File: src/rtl/comparator_arbiter_pkg.sv
// Shared compare definitions: operand width, select codes and arbiter states.
package comparator_arbiter_pkg;

    localparam int unsigned XLEN          = 32;
    localparam int unsigned CMP_SEL_WIDTH = 3;

    localparam logic [CMP_SEL_WIDTH:0] CMP_SEL_EQ  = 4'd0;
    localparam logic [CMP_SEL_WIDTH:0] CMP_SEL_NE  = 4'd1;
    localparam logic [CMP_SEL_WIDTH:0] CMP_SEL_LT  = 4'd2;
    localparam logic [CMP_SEL_WIDTH:0] CMP_SEL_GE  = 4'd3;
    localparam logic [CMP_SEL_WIDTH:0] CMP_SEL_LTU = 4'd4;
    localparam logic [CMP_SEL_WIDTH:0] CMP_SEL_GEU = 4'd5;

    typedef enum logic [1:0] {
        ARB_IDLE    = 2'd0,
        ARB_COMPARE = 2'd1,
        ARB_RESPOND = 2'd2
    } arb_state_t;

endpackage

File: src/rtl/comparator_unit.sv
// Combinational comparator; signedness comes from the select code, output is 0 when disabled.
module comparator_unit
    import comparator_arbiter_pkg::*;
#(
    parameter int unsigned XLEN = comparator_arbiter_pkg::XLEN
) (
    input  logic                     i_Enable,
    input  logic [XLEN-1:0]          i_A,
    input  logic [XLEN-1:0]          i_B,
    input  logic [CMP_SEL_WIDTH:0]   i_Select,
    output logic                     o_Result
);

    always_comb begin
        o_Result = 1'b0;
        if (i_Enable) begin
            case (i_Select)
                CMP_SEL_EQ:  o_Result = (i_A == i_B);
                CMP_SEL_NE:  o_Result = (i_A != i_B);
                CMP_SEL_LT:  o_Result = ($signed(i_A) <  $signed(i_B));
                CMP_SEL_GE:  o_Result = ($signed(i_A) >= $signed(i_B));
                CMP_SEL_LTU: o_Result = (i_A <  i_B);
                CMP_SEL_GEU: o_Result = (i_A >= i_B);
                default:     o_Result = 1'b0;
            endcase
        end
    end

endmodule

File: src/rtl/comparator_arbiter.sv
// Round-robin arbiter sharing one comparator_unit between branch resolution (0) and SLT/SLTU (1).
module comparator_arbiter
    import comparator_arbiter_pkg::*;
#(
    parameter int unsigned XLEN = comparator_arbiter_pkg::XLEN
) (
    input  logic                     i_Clock,
    input  logic                     i_Reset_N,
    input  logic                     i_Req0_Valid,
    output logic                     o_Req0_Ready,
    input  logic [XLEN-1:0]          i_Req0_A,
    input  logic [XLEN-1:0]          i_Req0_B,
    input  logic [CMP_SEL_WIDTH:0]   i_Req0_Select,
    input  logic                     i_Req1_Valid,
    output logic                     o_Req1_Ready,
    input  logic [XLEN-1:0]          i_Req1_A,
    input  logic [XLEN-1:0]          i_Req1_B,
    input  logic [CMP_SEL_WIDTH:0]   i_Req1_Select,
    output logic                     o_Resp0_Valid,
    input  logic                     i_Resp0_Ready,
    output logic                     o_Resp0_Result,
    output logic                     o_Resp1_Valid,
    input  logic                     i_Resp1_Ready,
    output logic                     o_Resp1_Result
);

    arb_state_t               state_q, state_d;
    logic [XLEN-1:0]          a_q, b_q;
    logic [CMP_SEL_WIDTH:0]   sel_q;
    logic                     result_q;
    logic                     grant_q;
    logic                     last_q;
    logic                     grant_d;
    logic                     req_fire;
    logic                     resp_fire;
    logic                     cmp_en;
    logic                     cmp_out;

    // On a tie the requester that did not win last time is chosen.
    always_comb begin
        grant_d = i_Req1_Valid;
        if (i_Req0_Valid && i_Req1_Valid) begin
            grant_d = ~last_q;
        end
    end

    assign o_Req0_Ready = (state_q == ARB_IDLE) && !grant_d && i_Req0_Valid;
    assign o_Req1_Ready = (state_q == ARB_IDLE) &&  grant_d && i_Req1_Valid;
    assign req_fire     = o_Req0_Ready || o_Req1_Ready;
    assign resp_fire    = (state_q == ARB_RESPOND) && (grant_q ? i_Resp1_Ready : i_Resp0_Ready);
    assign cmp_en       = (state_q == ARB_COMPARE);

    always_comb begin
        state_d = state_q;
        case (state_q)
            ARB_IDLE:    if (req_fire)  state_d = ARB_COMPARE;
            ARB_COMPARE: state_d = ARB_RESPOND;
            ARB_RESPOND: if (resp_fire) state_d = ARB_IDLE;
            default:     state_d = ARB_IDLE;
        endcase
    end

    always_ff @(posedge i_Clock or negedge i_Reset_N) begin
        if (!i_Reset_N) begin
            state_q  <= ARB_IDLE;
            a_q      <= '0;
            b_q      <= '0;
            sel_q    <= '0;
            result_q <= 1'b0;
            grant_q  <= 1'b0;
            last_q   <= 1'b1;
        end else begin
            state_q <= state_d;
            if (req_fire) begin
                a_q     <= grant_d ? i_Req1_A      : i_Req0_A;
                b_q     <= grant_d ? i_Req1_B      : i_Req0_B;
                sel_q   <= grant_d ? i_Req1_Select : i_Req0_Select;
                grant_q <= grant_d;
                last_q  <= grant_d;
            end
            if (cmp_en) begin
                result_q <= cmp_out;
            end
        end
    end

    comparator_unit #(
        .XLEN(XLEN)
    ) u_comparator_unit (
        .i_Enable (cmp_en),
        .i_A      (a_q),
        .i_B      (b_q),
        .i_Select (sel_q),
        .o_Result (cmp_out)
    );

    assign o_Resp0_Valid  = (state_q == ARB_RESPOND) && !grant_q;
    assign o_Resp1_Valid  = (state_q == ARB_RESPOND) &&  grant_q;
    assign o_Resp0_Result = o_Resp0_Valid && result_q;
    assign o_Resp1_Result = o_Resp1_Valid && result_q;

endmodule
File: config.mk
export PLATFORM = sky130hd
export DESIGN_NAME = comparator_arbiter
export DESIGN_NICKNAME = d
export VERILOG_FILES = /design/src/rtl/comparator_arbiter_pkg.sv /design/src/rtl/comparator_unit.sv /design/src/rtl/comparator_arbiter.sv
export SDC_FILE = /design/constraint.sdc
export NUM_CORES = 1
export LEC_CHECK = 0
export BUFFER_PORTS_ARGS = -buffer_cell sky130_fd_sc_hd__buf_2
export CORE_ASPECT_RATIO = 1.5
export CORE_MARGIN = 2
export CORE_UTILIZATION = 55
export DETAILED_ROUTE_END_ITERATION = 8
export PLACE_DENSITY = 0.95
export SYNTH_ARGS = -nofsm -noshare
export SYNTH_HDL_FRONTEND = slang
export SYNTH_SLANG_ARGS = --single-unit
File: constraint.sdc
create_clock -name i_Clock -period 5.4 [get_ports i_Clock]
set_input_delay 0.81 -clock i_Clock [delete_from_list [all_inputs] [get_ports i_Clock]]
set_output_delay 0.81 -clock i_Clock [all_outputs]
set_load 0.02 [all_outputs]
==> results_dict.tcl, run 1 <==
set metrics [dict create \
    outcome "complete, no violations" \
    cts_tree "done" \
    htreeDepth 3 \
    clockBufferDepth 2 \
    crit_required_ns 4.59 \
    internal_power_mw 1.72 \
    powerDensity_nw_per_um2 540 \
    whs_ns 0.527 \
    crit_family "compound AO/OA/AOI/OAI gates" \
    synth_top_cell_area_share_pct 41.9 \
    globalplace.congestion 0.836 \
    drtIter0Drc 188 \
    synth_edf_count 0 \
    min_path_type "flop to flop" \
    setup_viol 0 \
    row_count 39 \
    async_flop_share_pct 100 \
    synth_cell_type_count 43 \
    initial_utilization_pct 56.5 \
    switching_power_mw 1.18 \
    worst-path-buf-inv 2 \
    worstPathMaxFanout 17 \
    totalWireLength_um 10400 \
    ant_nets 0 \
    netlist_area_sq_um 4300 \
    grt_overflow 0 \
    dr.pass1.iters 5 \
    yosysMostFrequentCell "a21oi_1" \
    grt_setup_unrepaired "false" \
    finalClockSkew_ns 0.00305 \
    fin_crit_sh_pct 51.6 \
    io_buffers 147 \
    final_net_count 774 \
    diodes 0 \
    die-height_um 112 \
    fin_crit_ns 2.79 \
    clk_pin_slew_ns 0.05 \
    slew_headroom_pct 38.1 \
    arrival_ns 1.98 \
    area_growth_pct 25.2 \
    cp-end-kind "output pin" \
    path_cells "buf_2 -> a21boi_4 -> and2_1 -> buf_2" \
    drc 0 \
    grt_pass1_vias 3939 \
    crit_top_cell "buf_2" \
    fin_area_sq_um 5380 \
    grt_max_degree 77 \
    max_stage_delay_ns 0.57 \
    synth_top_area_cell "dfrtp_1" \
    drive_above_1_share_pct 28.6 \
    met1_length_um 3660 \
    p_clk_share_pct 18.8 \
    postCtsResizedCells 0 \
    yosys_warnings 0 \
    critical_path.startpoint_type "input pin" \
    cap_violations 0 \
    met2_length_um 5870 \
    crit_type "input pin to output pin" \
    coreArea_sq_um 7610 \
    num_vias 3862 \
    insertion_delay_ns 0.33 \
    place_area_sq_um 5110 \
    power_mw 2.91 \
    hold_buffers 0 \
    root_buffer "clkbuf_16" \
    dp_hpwl_um 7640 \
    ys_ff_latch 73 \
    final.setup.tns_ns 0 \
    synth_nets 638 \
    topRoutingLayerUsed "met4" \
    cts_setup_buffers 0 \
    die_area_sq_um 8560 \
    synth_ff_type "dfrtp_1" \
    peakVddDrop_uv 300 \
    track_usage_pct 24.4 \
    pwr-share-seq_pct 34.3 \
    tightest_slew_ns 0.928 \
    die_x_um 76.2 \
    cts_made_buffers 9 \
    seq_area_frac_synth_pct 42.5 \
    io-pin-count 148 \
    finalHoldViolCount 0 \
    antenna_found_initial 0 \
    cts_sinks 73 \
    syn_area_per_cell_sq_um 9.27 \
    swShare_pct 40.7 \
    combinationalPowerShare_pct 46.9 \
    slowest_stage "a21boi_4" \
    grt_pass1_wl_um 16700 \
    vias_per_cell 5.46 \
    fmax_ghz 0.359 \
    report.final.slew_viol_count 0 \
    power_leakage_nw 2.76 \
    synthTopCellsByArea "dfrtp_1 (42%), mux2i_1 (16%), a21oi_1 (9.7%), ha_1 (9.3%), nor2_1 (6.7%)" \
    wl_met3_um 387 \
    synthCells 464 \
    post_drt_wl_per_cell_um 14.7 \
    postLayoutCoreUtil_pct 70.7 \
    synthTopCellsByCount "a21oi_1 (83), nor2_1 (77), dfrtp_1 (72), mux2i_1 (68), inv_1 (37)" \
]
==> cell usage in the layout, fill, tap and decap left out, drive strengths merged, types with 2 or more instances in the layout <==
master  netlist  routed
clkbuf       16      13
nor2         77      77
nand2b        2       2
o21a          3       3
clkinv        0       3
nand2        15      15
dfrtp        72      72
nand4         5       5
a21oi        83      83
nor2b         3       3
nor3          3       3
inv          37      37
and2          4       4
o21ai         7       7
buf           8     149
a21o          4       4
ha           32      32
and4          5       5
or3           2       2
a311oi        2       2
mux2i        68      68
==> cell type report <==
type / instances / area (sq um)
tap: 102 / 128
timing repair buffer: 149 / 753
sequential: 73 / 1830
clock inverter: 3 / 15.0
multi-input combinational: 330 / 2260
clock buffer: 13 / 260
inverter: 37 / 139
fill: 560 / 2230
==> through the flow <==
stage | instances | worst slack, ns
2_1_floorplan | 464 | 2.68
3_3_place_gp | 691 | 2.45
3_5_place_dp | 691 | 2.36
4_1_cts | 707 | 2.61
5_1_grt | 707 | 2.56
6_report | 707 | 2.61
==> per-layer routing <==
layer  vias to the layer above  GRT usage (%)
met5                         -              0
met2                       129           46.4
met4                         0           16.1
met3                        40           3.38
li1                       1893              -
met1                      1800           24.3
==> flip-flops by register name, indices dropped and copies added (netlist names) <==
name,flops
a_q,32
b_q,32
grant_q,1
last_q,1
result_q,1
sel_q,4
state_q,2
==> path summary, 6_finish.rpt <==
kind / from / endpoint / slack (ns) / depth (start not counted)
max in group asynchronous: i_Reset_N / a_q[21] / 4.17 / 1
min in group asynchronous: i_Reset_N / a_q[17] / 0.59 / 1
min reg2reg: result_q / result_q / 0.53 / 2
min: result_q / result_q / 0.53 / 2
max: i_Req0_Valid / o_Req1_Ready / 2.61 / 4
max reg2reg: a_q[31] / result_q / 2.89 / 8
==> power groups by stage <==
| stage | clock network (mW) | logic, mW | registers, mW |
|---|---|---|---|
| 6_report | 0.545 | 1.36 | 0.999 |
| 5_1_grt | 0.579 | 1.53 | 1.03 |
| 4_1_cts | 0.554 | 1.37 | 0.996 |
| 3_5_place_dp | 0 | 1.33 | 1.00 |
| 3_3_place_gp | 0 | 1.25 | 0.985 |
| 2_1_floorplan | 0 | 1.02 | 0.947 |
==> worst reg2reg max path: stages, from the launching register on <==
cell and delay (ns):
dfrtp_1 0.38, ha_1 0.36, and4_4 0.26, nand2_2 0.07
or4_1 0.64, o211a_1 0.27, a311oi_1 0.31, nand2_1 0.09
nand4_1 0.08
==> cells by family after synthesis <==
| logic type | share of synthesized area [%] |
|---|---|
| buffers and inverters | 5.35 |
| and+or+nand+nor | 12.5 |
| adders and majority gates | 9.31 |
| AOI/OAI and AO/OA | 14.2 |
| DFF | 42.5 |
| muxes | 16.1 |
Power figures use the tool's default switching activity.
==> inputs of run 2 (changes only) <==
CORE_UTILIZATION = 51   (was 55)
PLACE_DENSITY = 0.93   (was 0.95)
clock period = 2.8 ns   (was 5.4 ns; I/O delays follow)
==> run 2 against run 1 <==
Non-clock buffer count is 3 higher. Routed wire length hardly changed. Sequential share of layout area is 0.36 points lower. Global-route usage is 1.1 points lower. Clock-buffer cell count is 1 lower. Die area is 7.5% higher. First-iteration DRC count is 42% higher. Critical path depth is 4 higher. Final cell count is 1.1% higher. Worst setup slack worse by 2.3 ns. Final area is 1.1% higher. Via count hardly changed. Largest power group unchanged.
==> results_dict.tcl, run 2 (synthesis results as in run 1) <==
set metrics [dict create \
    path_cells "ha_1 -> and4_4 -> nand2_2 -> or4_1 -> o211a_1 -> a311oi_1 -> nand2_1 -> nand4_1" \
    p_clk_share_pct 19.9 \
    insertion_delay_ns 0.33 \
    cts_made_buffers 9 \
    globalplace.congestion 0.789 \
    io_buffers 147 \
    finalClockSkew_ns 0.00726 \
    min_path_type "input pin to async pin" \
    die_x_um 79.0 \
    fin_crit_sh_pct 89.1 \
    timing.rr.start "a_q[31]" \
    cts_sinks 73 \
    slew_headroom_pct 39.0 \
    reg_top3 "a_q: 32 flops, b_q: 32 flops, sel_q: 4 flops" \
    row_count 41 \
    track_usage_pct 23.3 \
    finalHoldViolCount 0 \
    num_vias 3859 \
    htreeDepth 3 \
    switching_power_mw 2.28 \
    cap_violations 0 \
    outcome "complete, no violations" \
    combinationalPowerShare_pct 46.3 \
    dp_hpwl_um 8030 \
    grt_pass1_vias 3879 \
    die-height_um 116 \
    post_drt_wl_per_cell_um 14.5 \
    postLayoutCoreUtil_pct 65.5 \
    critical_path.startpoint_type "flop" \
    slowest_stage "or4_1" \
    layout_commonest_cell "buf_2" \
    setup_viol 0 \
    grt_overflow 0 \
    final_net_count 777 \
    dr.pass1.iters 4 \
    clk_pin_slew_ns 0.06 \
    startpoint "a_q[31]" \
    powerDensity_nw_per_um2 1050 \
    postCtsResizedCells 0 \
    peakVddDrop_uv 469 \
    cp-end-kind "flop" \
    diodes 0 \
    internal_power_mw 3.42 \
    arrival_ns 2.76 \
    final.setup.tns_ns 0 \
    fin_crit_ns 2.50 \
    swShare_pct 40.0 \
    grt_setup_unrepaired "false" \
    pwr-share-seq_pct 33.7 \
    crit_type "flop to flop" \
    max_stage_delay_ns 0.65 \
    io-pin-count 148 \
    die_area_sq_um 9200 \
    worstPathMaxFanout 6 \
    antenna_found_initial 0 \
    cts_tree "done" \
    layout_common_cells "buf_2 (146), a21oi_1 (83), nor2_1 (77)" \
    crit_family "simple AND/OR/NAND/NOR gates" \
    fmax_ghz 0.401 \
    grt_pass1_wl_um 16600 \
    totalWireLength_um 10400 \
    worst-path-buf-inv 0 \
    root_buffer "clkbuf_16" \
    final.fill_count 678 \
    tightest_slew_ns 0.916 \
    drive_above_1_share_pct 28.9 \
    drc 0 \
    clockBufferDepth 2 \
    cts_setup_buffers 0 \
    ant_nets 0 \
    crit_required_ns 3.06 \
    vias_per_cell 5.40 \
    report.final.slew_viol_count 0 \
    drtIter0Drc 267 \
    coreArea_sq_um 8310 \
    hold_buffers 0 \
    power_leakage_nw 2.79 \
    area_growth_pct 26.5 \
    grt_max_degree 74 \
    initial_utilization_pct 51.7 \
]
-- run 2: cell count changes in the layout (fill, tap and decap cells not counted), sizes merged --
| cell | delta |
|---|---|
| bufinv | +1 |
| clkbuf | -1 |
| buf | +3 |
-- run 2: power groups by stage --
stage | registers, mW | logic, mW | clock network (mW)
3_3_place_gp | 1.88 | 2.46 | 0
5_1_grt | 1.98 | 3.03 | 1.19
6_report | 1.92 | 2.64 | 1.14
3_5_place_dp | 1.93 | 2.64 | 0
4_1_cts | 1.92 | 2.66 | 1.15
2_1_floorplan | 1.83 | 1.97 | 0
-- run 2: final timing paths --
path	slack [ns]	to	cells after the start
setup / recovery	0.30	result_q	8
hold / removal	0.21	a_q[18]	1
setup reg to reg	0.30	result_q	8
hold reg to reg	0.53	b_q[4]	2
max in group asynchronous	1.99	b_q[2]	1
min in group i_Clock	0.34	last_q	2
-- run 2: stage by stage --
stage | hold slack, ns | instance area, sq um | setup slack [ns] | total power, mW | cells
global route | 0.307 | 5440 | 0.194 | 6.20 | 715
global placement | 0.508 | 5150 | 0.490 | 4.34 | 699
finish | 0.206 | 5440 | 0.305 | 5.69 | 715
detailed placement | 0.516 | 5150 | 0.375 | 4.57 | 699
floorplan | 0.124 | 4300 | 0.564 | 3.79 | 464
CTS | 0.262 | 5440 | 0.340 | 5.74 | 715
-- run 2: cell type report --
type                    count  area, sq um  share of cell area, %
clock inverters             4         45.0                  0.828
well taps                 107          134                   2.46
inverters                  37          139                   2.55
repair buffers            152          788                   14.5
flip-flops and latches     73         1830                   33.6
clock buffers              12          246                   4.53
multi-input cells         330         2260                   41.5
-- run 2: layer usage --
metal,share of wire [%],global-route usage (%),vias up
li1,-,-,1885
met1,35,24.7,1796
met2,55,42.8,133
met3,4.5,2.47,45
met4,5.2,16.4,0
met5,0,0,-
-- run 2: worst reg2reg max path: stages, from the launching register on --
cell and delay [ns]:
dfrtp_1 0.38, ha_1 0.38, and4_4 0.26, nand2_2 0.06, or4_1 0.65, o211a_1 0.27, a311oi_1 0.28, nand2_1 0.08
nand4_1 0.07
